==> config.mk <==
export PLATFORM = sky130hd
export DESIGN_NAME = hazard_stall_controller_flat
export DESIGN_NICKNAME = d
export VERILOG_FILES = /design/src/rtl/hazard_stall_controller_if.sv /design/src/rtl/hazard_stall_controller.sv /design/src/flat_wrapper.sv
export SDC_FILE = /design/constraint.sdc
export NUM_CORES = 1
export LEC_CHECK = 0
export CAP_MARGIN = 20
export CORE_MARGIN = 4
export CORE_UTILIZATION = 40
export DETAILED_ROUTE_END_ITERATION = 16
export HOLD_SLACK_MARGIN = 0.06
export PLACE_DENSITY_LB_ADDON = 0.15
export RECOVER_POWER = 100
export SLEW_MARGIN = 30
export SYNTH_ARGS = -nofsm -noshare
export SYNTH_HDL_FRONTEND = slang
export SYNTH_SLANG_ARGS = --single-unit
==> constraint.sdc <==
create_clock -name clk -period 3.99 [get_ports clk]
set_input_delay 0.798 -clock clk [delete_from_list [all_inputs] [get_ports clk]]
set_output_delay 0.798 -clock clk [all_outputs]
set_load 0.05 [all_outputs]
==> src/rtl/hazard_stall_controller_if.sv <==
// Hazard/stall bus between the ID-stage pipeline logic and hazard_stall_controller.
// The pipeline side uses the master modport and the controller uses the slave modport.
interface hazard_stall_controller_if;
   logic [4:0] IF_ID_Rs;
   logic [4:0] IF_ID_Rt;
   logic       ID_usesRt;
   logic       ID_isBranch;
   logic       ID_branchTaken;
   logic       ID_isJump;
   logic       ID_needsMdu;
   logic       ID_EX_MemRead;
   logic       ID_EX_Regwrite;
   logic [4:0] ID_EX_WriteReg;
   logic       EX_isMdu;
   logic       EX_MemMemRead;
   logic [4:0] EX_MemWriteReg;
   logic       PC_write;
   logic       IF_ID_write;
   logic       ID_EX_bubble;
   logic       IF_ID_flush;
   logic       mdu_start;
   logic       mdu_busy;

   modport master (
      output IF_ID_Rs, IF_ID_Rt, ID_usesRt, ID_isBranch, ID_branchTaken, ID_isJump,
             ID_needsMdu, ID_EX_MemRead, ID_EX_Regwrite, ID_EX_WriteReg, EX_isMdu,
             EX_MemMemRead, EX_MemWriteReg,
      input  PC_write, IF_ID_write, ID_EX_bubble, IF_ID_flush, mdu_start, mdu_busy
   );

   modport slave (
      input  IF_ID_Rs, IF_ID_Rt, ID_usesRt, ID_isBranch, ID_branchTaken, ID_isJump,
             ID_needsMdu, ID_EX_MemRead, ID_EX_Regwrite, ID_EX_WriteReg, EX_isMdu,
             EX_MemMemRead, EX_MemWriteReg,
      output PC_write, IF_ID_write, ID_EX_bubble, IF_ID_flush, mdu_start, mdu_busy
   );
endinterface

==> src/rtl/hazard_stall_controller.sv <==
// Stall/bubble/flush sequencer for the 5-stage MIPS core: load-use, branch-in-ID and MDU-busy hazards.
// Optional HAZ_PERF_CNT_EN adds saturating stall/flush performance counters.
module hazard_stall_controller #(
   parameter int MDU_LATENCY = 4,
   parameter int PERF_W      = 16
) (
   input  logic clk,
   input  logic reset,
   hazard_stall_controller_if.slave hz
`ifdef HAZ_PERF_CNT_EN
   ,
   output logic [PERF_W-1:0] perf_stall_cnt,
   output logic [PERF_W-1:0] perf_flush_cnt
`endif
);

   typedef enum logic [1:0] {RUN, LD_BR_STALL, MDU_WAIT} state_t;

   localparam logic [3:0] MDU_LAT = 4'(MDU_LATENCY);

   state_t     state, state_next;
   logic [3:0] mdu_cnt;
   logic       mdu_start_int, mdu_busy_int;
   logic       match_ex, match_mem;
   logic       h_mdu, h_lu, h_balu, h_bmem, h_bld;
   logic       stall, flush;

   assign mdu_start_int = hz.EX_isMdu & ~reset;
   assign mdu_busy_int  = (mdu_cnt != 4'd0) | mdu_start_int;

   // Register $0 is never a real destination, so it can never cause a dependency.
   assign match_ex  = (hz.ID_EX_WriteReg != 5'd0) &
                      ((hz.ID_EX_WriteReg == hz.IF_ID_Rs) |
                       (hz.ID_usesRt & (hz.ID_EX_WriteReg == hz.IF_ID_Rt)));
   assign match_mem = (hz.EX_MemWriteReg != 5'd0) &
                      ((hz.EX_MemWriteReg == hz.IF_ID_Rs) |
                       (hz.ID_usesRt & (hz.EX_MemWriteReg == hz.IF_ID_Rt)));

   assign h_mdu  = hz.ID_needsMdu & mdu_busy_int;
   assign h_lu   = hz.ID_EX_MemRead & match_ex;
   assign h_balu = hz.ID_isBranch & hz.ID_EX_Regwrite & ~hz.ID_EX_MemRead & match_ex;
   assign h_bmem = hz.ID_isBranch & hz.EX_MemMemRead & match_mem;
   assign h_bld  = hz.ID_isBranch & h_lu;

   always_ff @(posedge clk or posedge reset) begin
      if (reset) begin
         state   <= RUN;
         mdu_cnt <= 4'd0;
      end else begin
         state <= state_next;
         if (mdu_start_int)
            mdu_cnt <= MDU_LAT;
         else if (mdu_cnt != 4'd0)
            mdu_cnt <= mdu_cnt - 4'd1;
      end
   end

   // Reset overrides everything below so the pipeline sees a held, bubbled front end.
   always_comb begin
      state_next = state;
      stall      = 1'b0;
      flush      = 1'b0;
      unique case (state)
         RUN: begin
            if (h_mdu) begin
               stall      = 1'b1;
               state_next = MDU_WAIT;
            end else if (h_bld) begin
               stall      = 1'b1;
               state_next = LD_BR_STALL;
            end else if (h_lu | h_balu | h_bmem) begin
               stall = 1'b1;
            end else begin
               flush = (hz.ID_isBranch & hz.ID_branchTaken) | hz.ID_isJump;
            end
         end
         LD_BR_STALL: begin
            stall      = 1'b1;
            state_next = RUN;
         end
         MDU_WAIT: begin
            if (mdu_busy_int)
               stall = 1'b1;
            else
               state_next = RUN;
         end
         default: state_next = RUN;
      endcase
      if (reset) begin
         stall = 1'b1;
         flush = 1'b0;
      end
   end

   assign hz.PC_write     = ~stall;
   assign hz.IF_ID_write  = ~stall;
   assign hz.ID_EX_bubble = stall;
   assign hz.IF_ID_flush  = flush;
   assign hz.mdu_start    = mdu_start_int;
   assign hz.mdu_busy     = mdu_busy_int;

`ifdef HAZ_PERF_CNT_EN
   always_ff @(posedge clk or posedge reset) begin
      if (reset) begin
         perf_stall_cnt <= '0;
         perf_flush_cnt <= '0;
      end else begin
         if (stall && (perf_stall_cnt != {PERF_W{1'b1}}))
            perf_stall_cnt <= perf_stall_cnt + 1'b1;
         if (flush && (perf_flush_cnt != {PERF_W{1'b1}}))
            perf_flush_cnt <= perf_flush_cnt + 1'b1;
      end
   end
`endif

endmodule
==> src/flat_wrapper.sv <==
// flat-port wrapper written by rule: the top's interface ports become plain ports
module hazard_stall_controller_flat 
#(
   parameter int MDU_LATENCY = 4,
   parameter int PERF_W      = 16
)
  (clk, reset, hz_IF_ID_Rs, hz_IF_ID_Rt, hz_ID_usesRt, hz_ID_isBranch, hz_ID_branchTaken, hz_ID_isJump, hz_ID_needsMdu, hz_ID_EX_MemRead, hz_ID_EX_Regwrite, hz_ID_EX_WriteReg, hz_EX_isMdu, hz_EX_MemMemRead, hz_EX_MemWriteReg, hz_PC_write, hz_IF_ID_write, hz_ID_EX_bubble, hz_IF_ID_flush, hz_mdu_start, hz_mdu_busy);
  hazard_stall_controller_if hz_i ();
  input  logic clk;
  input  logic reset;
  input wire logic [$bits(hz_i.IF_ID_Rs)-1:0] hz_IF_ID_Rs;
  input wire logic [$bits(hz_i.IF_ID_Rt)-1:0] hz_IF_ID_Rt;
  input wire logic [$bits(hz_i.ID_usesRt)-1:0] hz_ID_usesRt;
  input wire logic [$bits(hz_i.ID_isBranch)-1:0] hz_ID_isBranch;
  input wire logic [$bits(hz_i.ID_branchTaken)-1:0] hz_ID_branchTaken;
  input wire logic [$bits(hz_i.ID_isJump)-1:0] hz_ID_isJump;
  input wire logic [$bits(hz_i.ID_needsMdu)-1:0] hz_ID_needsMdu;
  input wire logic [$bits(hz_i.ID_EX_MemRead)-1:0] hz_ID_EX_MemRead;
  input wire logic [$bits(hz_i.ID_EX_Regwrite)-1:0] hz_ID_EX_Regwrite;
  input wire logic [$bits(hz_i.ID_EX_WriteReg)-1:0] hz_ID_EX_WriteReg;
  input wire logic [$bits(hz_i.EX_isMdu)-1:0] hz_EX_isMdu;
  input wire logic [$bits(hz_i.EX_MemMemRead)-1:0] hz_EX_MemMemRead;
  input wire logic [$bits(hz_i.EX_MemWriteReg)-1:0] hz_EX_MemWriteReg;
  output wire logic [$bits(hz_i.PC_write)-1:0] hz_PC_write;
  output wire logic [$bits(hz_i.IF_ID_write)-1:0] hz_IF_ID_write;
  output wire logic [$bits(hz_i.ID_EX_bubble)-1:0] hz_ID_EX_bubble;
  output wire logic [$bits(hz_i.IF_ID_flush)-1:0] hz_IF_ID_flush;
  output wire logic [$bits(hz_i.mdu_start)-1:0] hz_mdu_start;
  output wire logic [$bits(hz_i.mdu_busy)-1:0] hz_mdu_busy;
  assign hz_i.IF_ID_Rs = hz_IF_ID_Rs;
  assign hz_i.IF_ID_Rt = hz_IF_ID_Rt;
  assign hz_i.ID_usesRt = hz_ID_usesRt;
  assign hz_i.ID_isBranch = hz_ID_isBranch;
  assign hz_i.ID_branchTaken = hz_ID_branchTaken;
  assign hz_i.ID_isJump = hz_ID_isJump;
  assign hz_i.ID_needsMdu = hz_ID_needsMdu;
  assign hz_i.ID_EX_MemRead = hz_ID_EX_MemRead;
  assign hz_i.ID_EX_Regwrite = hz_ID_EX_Regwrite;
  assign hz_i.ID_EX_WriteReg = hz_ID_EX_WriteReg;
  assign hz_i.EX_isMdu = hz_EX_isMdu;
  assign hz_i.EX_MemMemRead = hz_EX_MemMemRead;
  assign hz_i.EX_MemWriteReg = hz_EX_MemWriteReg;
  assign hz_PC_write = hz_i.PC_write;
  assign hz_IF_ID_write = hz_i.IF_ID_write;
  assign hz_ID_EX_bubble = hz_i.ID_EX_bubble;
  assign hz_IF_ID_flush = hz_i.IF_ID_flush;
  assign hz_mdu_start = hz_i.mdu_start;
  assign hz_mdu_busy = hz_i.mdu_busy;
  hazard_stall_controller #(.MDU_LATENCY(MDU_LATENCY), .PERF_W(PERF_W)) u_core (.clk(clk), .reset(reset), .hz(hz_i));
endmodule
==> run_results.csv, run 1 <==
group,metric,value,unit
clocking,insertion_delay,0.25,ns
place,portBuffers,36,
route,routed-via-count,720,
finish,n_fill_cell,127,
critical_path,required,3.19,ns
timing,max_freq,269,MHz
synthesis,synth_compound_area_share,19.0,%
critical_path,cp_max_fo,3,
clocking,clock_tree.buffer_depth,2,
place,gp_congestion,0.804,
grt,grt_max_degree,7,
timing,slew_headroom,48.1,%
synthesis,ys_ff_latch,6,
synthesis,synth-seq-area-share,23.3,%
synthesis,netlist_area,644,µm²
clocking,postCtsHoldBufs,0,
route,drt-met1-wl,660,µm
critical_path,critPathCaptureType,"output pin",
synthesis,ys_warn_count,0,
finish,nets,148,
run,cap_violations,0,
finish,area_delta_synth_final,63.9,%
die,start_util,42.8,%
timing,fin_worst_skew,0.00460,ns
critical_path,timing.rr.start,"u_core.mdu_cnt[0]$_DFFE_PP0N_",
clocking,clockRootBuffer,"clkbuf_4",
critical_path,ff2ff_setup_slack,2.32,ns
clocking,cts_max_level,1,
finish,drive_above_1_share,7.08,%
route,routedWlPerCell,14.3,µm
synthesis,synthMuxAreaShare,0,%
route,drt_iter0_drc,19,
grt,grt.overflow.total,0,
timing,setup_viol,0,
critical_path,reg2reg_to,"u_core.state[0]$_DFFE_PP0P_",
route,drtPass1Iterations,4,
route,top_layer_used,"met4",
place,dp.cells,126,
synthesis,syn_nets,108,
route,routed_via_density,5.58,
worst_hold_path,min_path_cells,1,
synthesis,yosys.area_share.simple,20.6,%
die,rows,14,
die,die_w,48.1,µm
pwr,p_leak,0.000407,µW
die,io_pins,37,
status,outcome,"finished, final reports clean",
timing,worstMarginPinSlew,0.777,ns
synthesis,yosysUniqueCellTypes,29,
place,dp_hpwl,1.55,mm
worst_hold_path,worstHoldStart,"u_core.state[1]$_DFFE_PP0P_",
clocking,cts.sinks,6,
timing,fin_setup_tns,0,ns
clocking,post_cts_buffers,0,
timing,setup_ws,0.277,ns
worst_hold_path,min_path_type,"register to register",
synthesis,synth_top_family_by_area,"XOR/XNOR gates",
finish,layout_common_cells,"29 x clkdlybuf4s50_1, 21 x xnor2_1, 6 x nand2_1, 6 x inv_1, 6 x dfrtp_1",
critical_path,arrival,2.91,ns
pwr,vdd_drop_max,0.000167,V
clocking,cts_buffers,3,
finish,instances_no_fill,129,
route,wl_met2,1.03,mm
pwr,total_power,449,µW
timing,layout_min_cycle_time,3.71,ns
route,wl,1.85,mm
synthesis,synth.avg_cell_area,8.59,µm²
pwr,pwr_density_cell,425,mW/mm²
finish,layout_commonest_cell,"clkdlybuf4s50_1",
clocking,cts_resized,0,
grt,track_usage,18.2,%
die,fp.dieArea,0.00232,mm²
grt,antenna_found_initial,0,
worst_hold_path,worstHoldEndpoint,"u_core.state[1]$_DFFE_PP0P_",
synthesis,synth_xor_xnor_area_share,28.5,%
grt,grt_pass1_wl,2.88,mm
timing,timing.final.crit_share,93.1,%
timing,finalHoldViolations,0,
synthesis,yosys.area_share.adder,3.88,%
synthesis,synthCells,75,
critical_path,r2r_cells,6,
place,pre_cts_ws,0.281,ns
route,ant_nets,0,
critical_path,worst_setup_path_start_kind,"primary input",
route,met3_length,113,µm
clocking,cts_tree,"built",
die,die-height,48.1,µm
grt,grt_pass1_vias,723,
die,coreArea,0.00151,mm²
clocking,path_clk_slew,0.05,ns
timing,slew_viol_final,0,
route,drc,0,
finish,diodes,0,
critical_path,criticalPathCategory,"primary input to output pin",
timing,rsz0062_at_grt,"false",
critical path: stages:
cell             delay, ns
clkdlybuf4s50_1       0.47
or3_1                 0.40
o311a_1               0.30
a211o_1               0.33
o32ai_1               0.39
buf_12                0.22
area by class of cell:
class	count	area, µm²	share of cell area (%)
flip-flops and latches	6	150	14.2
multi-input cells	62	457	43.2
repair buffers	36	384	36.4
well taps	16	20.0	1.90
clock buffers	3	22.5	2.13
inverters	6	22.5	2.13
how the worst max path moves through the flow:
stage                         start             end  cells after the start
6_report       hz_EX_MemWriteReg[1]     hz_PC_write                      6
5_1_grt                       reset     hz_PC_write                      7
3_3_place_gp   hz_EX_MemWriteReg[1]  hz_IF_ID_write                      6
2_1_floorplan                 reset     hz_PC_write                      6
4_1_cts        hz_EX_MemWriteReg[1]     hz_PC_write                      6
3_5_place_dp   hz_EX_MemWriteReg[1]     hz_PC_write                      6
flip-flops by register name, summed over array words and instances, names as in the netlist:
name / count
u_core.mdu_cnt: 4
u_core.state: 2
layer usage:
metal	vias to the layer above	GRT usage [%]
met5	-	0
met2	31	34.6
li1	345	-
met1	340	18.2
met3	4	1.85
met4	0	12.4
power by group:
part	total, µW	switching (µW)	internal [µW]
Clock	58.4	24.2	34.2
Combinational	281	148	133
Sequential	110	23.7	86.1
Total	449	196	253
cell usage after synthesis:
cell,count,area (µm²)
nand2_1,5,18.8
nor2b_1,1,6.26
o21ai_1,2,10.0
o21a_1,1,7.51
nand3_1,2,10.0
or4_1,1,7.51
o311a_1,1,10.0
ha_1,2,25.0
inv_1,5,18.8
nor3_2,1,10.0
o32ai_1,1,8.76
xnor2_1,21,184
or3_1,3,18.8
nor3b_4,1,18.8
dfrtp_1,6,150
a21o_1,1,7.51
nand2_2,1,6.26
o22ai_1,2,12.5
nand4_1,2,12.5
buf_4,1,7.51
nor2_1,2,7.51
o32a_2,1,11.3
a21oi_1,4,20.0
o31ai_1,1,7.51
nand2b_1,1,6.26
inv_2,1,3.75
a211o_1,2,17.5
o211a_1,1,10.0
nor3_1,2,10.0
kinds of logic (layout without fill, tap and decap cells):
group	after synthesis	count (layout)
DFF	6	6
buffers and inverters	7	45
and+or+nand+nor	22	22
adders and majority gates	2	2
AOI/OAI and AO/OA	17	17
xor gates and xnor gates	21	21
stage by stage:
step,hold WS [ns],utilization (%),instance area [µm²]
finish,0.518,70.1,1060
global placement,0.489,69.4,1040
detailed placement,0.513,69.4,1040
global route,0.550,70.1,1060
CTS,0.525,70.8,1070
floorplan,0.474,-,644
(Power assumes the default switching activity.)
==> run 2: changes to the inputs <==
Settings changed: PLACE_DENSITY_LB_ADDON 0.15 to 0.3.
==> run_results.csv, run 2 (synthesis results as in run 1) <==
group,metric,value,unit
die,fp.dieArea,0.00232,mm²
timing,fin_setup_tns,0,ns
critical_path,cp-startpoint,"reset",
route,ant_nets,0,
route,drt_iter0_drc,4,
timing,slew_viol_final,0,
run,cap_violations,0,
clocking,clock_tree.buffer_depth,2,
grt,grt_pass1_wl,2.73,mm
finish,layout_commonest_cell,"clkdlybuf4s50_1",
grt,grt_pass1_vias,674,
clocking,insertion_delay,0.24,ns
timing,rsz0062_at_grt,"false",
timing,finalHoldViolations,0,
die,rows,14,
worst_hold_path,min_path_cells,1,
clocking,post_cts_buffers,0,
status,outcome,"finished, final reports clean",
critical_path,required,3.19,ns
place,gp_congestion,0.788,
critical_path,arrival,2.92,ns
place,portBuffers,36,
place,pre_cts_ws,0.334,ns
die,coreArea,0.00151,mm²
critical_path,cp_max_fo,5,
die,io_pins,37,
finish,nets,148,
finish,top_register,"u_core.mdu_cnt",
critical_path,ff2ff_setup_slack,2.30,ns
critical_path,r2r_cells,6,
timing,setup_ws,0.274,ns
route,routedWlPerCell,13.4,µm
clocking,cts_buffers,3,
timing,worstMarginPinSlew,0.790,ns
die,die_w,48.1,µm
pwr,pwr_density_cell,421,mW/mm²
worst_hold_path,worstHoldEndpoint,"u_core.state[1]$_DFFE_PP0P_",
route,routed_via_density,5.28,
die,die-height,48.1,µm
finish,diodes,0,
timing,setup_viol,0,
timing,slew_headroom,47.2,%
timing,layout_min_cycle_time,3.72,ns
finish,drive_above_1_share,7.08,%
grt,grt.overflow.total,0,
timing,timing.final.crit_share,93.1,%
worst_hold_path,min_path_type,"register to register",
finish,reg.largest.list,"u_core.mdu_cnt (4), u_core.state (2)",
route,routed-via-count,681,
timing,fin_worst_skew,0.000695,ns
critical_path,worst_setup_path_start_kind,"primary input",
timing,max_freq,269,MHz
clocking,clockRootBuffer,"clkbuf_4",
critical_path,timing.rr.start,"u_core.mdu_cnt[0]$_DFFE_PP0N_",
die,start_util,42.8,%
grt,grt_max_degree,7,
critical_path,reg2reg_to,"u_core.state[0]$_DFFE_PP0P_",
clocking,cts.sinks,6,
critical_path,criticalPathCategory,"primary input to output pin",
finish,layout_common_cells,"29 x clkdlybuf4s50_1, 21 x xnor2_1, 6 x nand2_1, 6 x inv_1, 6 x dfrtp_1",
grt,track_usage,17.3,%
pwr,vdd_drop_max,0.000191,V
place,dp_hpwl,1.58,mm
pwr,p_leak,0.000407,µW
finish,largest_register_ff_count,4,
clocking,cts_max_level,1,
clocking,postCtsHoldBufs,0,
clocking,cts_resized,0,
critical_path,critPathCaptureType,"output pin",
worst_hold_path,worstHoldStart,"u_core.state[1]$_DFFE_PP0P_",
route,drc,0,
route,drtPass1Iterations,4,
grt,antenna_found_initial,0,
finish,area_delta_synth_final,63.9,%
route,wl,1.74,mm
clocking,path_clk_slew,0.04,ns
clocking,cts_tree,"built",
run 2: cell counts in the layout (fill, tap and decap cells not counted):
Identical to the previous run, type by type.
run 2: final cells by class:
type	count	area [µm²]
Multi-Input combinational cell	62	457
Fill cell	118	450
Timing Repair Buffer	36	384
Sequential cell	6	150
Clock buffer	3	22.5
Inverter	6	22.5
Tap cell	16	20.0
run 2: worst max-delay path by stage:
stage | cells past startpoint | slack [ns] | end
floorplan | 6 | 0.24 | hz_PC_write
global placement | 6 | 0.36 | hz_IF_ID_write
detailed placement | 6 | 0.33 | hz_PC_write
CTS | 6 | 0.32 | hz_PC_write
global route | 7 | 0.22 | hz_PC_write
finish | 7 | 0.27 | hz_PC_write
run 2: layer usage:
layer / vias up / part of all wire (%) / track usage [%] / wire length (µm)
met3: 2 / 5.0 / 2.21 / 86
li1: 343 / - / - / -
met2: 22 / 53 / 29.8 / 916
met1: 314 / 40 / 19.1 / 700
met5: - / 0 / 0 / 0
met4: 0 / 1.8 / 12.9 / 31
run 2: where the power goes:
group	switching, µW	internal [µW]
combinational	149	132
sequential	24.2	86.2
clock	19.9	33.9
total	193	252
run 2: worst max-delay path, stage by stage:
cell           delay [ns]
dlygate4sd3_1        0.62
nand2b_1             0.18
nand2_1              0.10
a211o_1              0.34
a211o_1              0.27
o32ai_1              0.40
buf_12               0.22
run 2: stage by stage:
| step | util [%] | instance area, µm² | hold slack, ns | std cells | power, µW |
|---|---|---|---|---|---|
| after floorplan | - | 644 | 0.474 | 75 | 290 |
| after detailed placement | 69.4 | 1040 | 0.531 | 126 | 400 |
| after global placement | 69.4 | 1040 | 0.488 | 126 | 387 |
| final | 70.1 | 1060 | 0.546 | 129 | 445 |
| after global routing | 70.1 | 1060 | 0.552 | 129 | 480 |
| after CTS | 70.8 | 1070 | 0.541 | 129 | 458 |
==> run 3: changes to the inputs <==
Settings changed: PLACE_DENSITY from default to 0.84, PLACE_DENSITY_LB_ADDON 0.3 to default, SETUP_SLACK_MARGIN from default to 0.2.
==> run_results.csv, run 3 (synthesis results as in run 1) <==
group,metric,value,unit
die,fp.dieArea,0.00232,mm²
critical_path,criticalPathCategory,"primary input to output pin",
finish,instances_no_fill,129,
critical_path,arrival,2.87,ns
worst_hold_path,min_path_type,"register to register",
place,dp.cells,126,
finish,nets,148,
timing,fin_worst_skew,0.00143,ns
critical_path,cp-startpoint,"reset",
finish,reg.largest.list,"u_core.mdu_cnt (4), u_core.state (2)",
clocking,post_cts_buffers,0,
die,io_pins,37,
pwr,clkPwrFrac,12.8,%
clocking,cts_tree,"built",
clocking,cts_max_level,1,
route,drtPass1Iterations,4,
finish,drive_above_1_share,7.08,%
timing,setup_viol,0,
timing,layout_min_cycle_time,3.67,ns
timing,slew_viol_final,0,
finish,top_register,"u_core.mdu_cnt",
grt,grt_pass1_vias,715,
clocking,cts_resized,0,
grt,grt.overflow.total,0,
place,gp_congestion,0.800,
pwr,combinationalPowerShare,62.3,%
die,start_util,42.8,%
critical_path,cp_max_fo,5,
critical_path,timing.rr.start,"u_core.mdu_cnt[0]$_DFFE_PP0N_",
finish,seqCellArea,150,µm²
pwr,p_switching,187,µW
clocking,cts_buffers,3,
status,outcome,"finished, final reports clean",
critical_path,timing.critical_path.buf_inv,2,
timing,worstMarginPinSlew,0.727,ns
critical_path,slowest_stage,"dlygate4sd3_1",
clocking,clock_tree.buffer_depth,2,
timing,rsz0062_at_grt,"false",
die,die_w,48.1,µm
finish,final_util,70.1,%
critical_path,required,3.19,ns
route,ant_nets,0,
critical_path,critPathCaptureType,"output pin",
route,drc,0,
route,routedWlPerCell,13.2,µm
finish,layout_common_cells,"29 x clkdlybuf4s50_1, 21 x xnor2_1, 6 x nand2_1, 6 x inv_1, 6 x dfrtp_1",
die,rows,14,
place,portBuffers,36,
clocking,cts.sinks,6,
grt,antenna_found_initial,0,
timing,fin_setup_tns,0,ns
finish,diodes,0,
clocking,insertion_delay,0.24,ns
timing,max_freq,273,MHz
clocking,postCtsHoldBufs,0,
critical_path,crit_family,"compound AO/OA/AOI/OAI gates",
run,cap_violations,0,
pwr,p_leak,0.000407,µW
clocking,path_clk_slew,0.04,ns
die,die-height,48.1,µm
timing,timing.final.crit_share,92.0,%
pwr,pwr-share-seq,25.0,%
finish,multi_input_area,457,µm²
pwr,pwr_density_cell,415,mW/mm²
pwr,vdd_drop_max,0.000154,V
timing,slew_headroom,51.4,%
route,wl,1.71,mm
route,drt_iter0_drc,13,
finish,area_delta_synth_final,63.9,%
route,routed_via_density,5.42,
grt,track_usage,16.5,%
pwr,internal-power,252,µW
grt,grt_max_degree,7,
critical_path,crit_path_frequent_cell,"a211o_1",
critical_path,worst_setup_path_start_kind,"primary input",
die,coreArea,0.00151,mm²
worst_hold_path,worstHoldStart,"u_core.state[1]$_DFFE_PP0P_",
finish,largest_register_ff_count,4,
pwr,power.share.switching,42.6,%
finish,n_fill_cell,117,
grt,grt_pass1_wl,2.75,mm
timing,holdWs,0.541,ns
finish,layout_commonest_cell,"clkdlybuf4s50_1",
clocking,clockRootBuffer,"clkbuf_4",
critical_path,critical_path.max_stage_delay,0.61,ns
critical_path,path_cells,"dlygate4sd3_1, nand2b_1, nand2_1, a211o_1, a211o_1, o32ai_1, buf_12",
place,dp_hpwl,1.54,mm
route,routed-via-count,699,
timing,finalHoldViolations,0,
## run 3: cell counts in the layout (fill, tap and decap cells not counted)
Identical to the previous run, type by type.
## run 3: routing by layer
| metal | share of wire [%] | wire length [µm] | vias up | track usage (%) |
|---|---|---|---|---|
| met1 | 37 | 640 | 320 | 18.0 |
| met2 | 53 | 905 | 30 | 29.6 |
| met3 | 8.0 | 137 | 4 | 3.69 |
| met4 | 1.3 | 23 | 0 | 8.60 |
| met5 | 0 | 0 | - | 0 |
| li1 | - | - | 345 | - |
## run 3: power groups by stage
stage               clock network, µW  logic [µW]  registers, µW
floorplan                           0         185            105
global placement                    0         278            108
detailed placement                  0         285            109
CTS                              56.7         285            110
global route                     61.5         301            112
finish                           55.9         273            109
## run 3: stage by stage
| step | worst slack [ns] | cell area, µm² | power [µW] |
|---|---|---|---|
| final | 0.321 | 1060 | 438 |
| after global routing | 0.253 | 1060 | 475 |
| after CTS | 0.315 | 1070 | 451 |
| after floorplan | 0.241 | 644 | 290 |
| after detailed placement | 0.325 | 1040 | 394 |
| after global placement | 0.353 | 1040 | 386 |
## run 3: worst paths after layout
path,cells past startpoint,slack [ns],endpoint
setup / recovery,7,0.32,hz_PC_write
setup reg to reg,6,2.35,u_core.state[0]$_DFFE_PP0P_
max in group asynchronous,2,2.80,u_core.state[1]$_DFFE_PP0P_
hold reg to reg,1,0.54,u_core.state[1]$_DFFE_PP0P_
min in group asynchronous,2,1.00,u_core.mdu_cnt[0]$_DFFE_PP0N_
hold / removal,1,0.54,u_core.state[1]$_DFFE_PP0P_
## run 3: layout make-up
| class | count | share of cell area, % |
|---|---|---|
| inverter | 6 | 2.13 |
| multi-input combinational | 62 | 43.2 |
| tap | 16 | 1.90 |
| clock buffer | 3 | 2.13 |
| timing repair buffer | 36 | 36.4 |
| sequential | 6 | 14.2 |
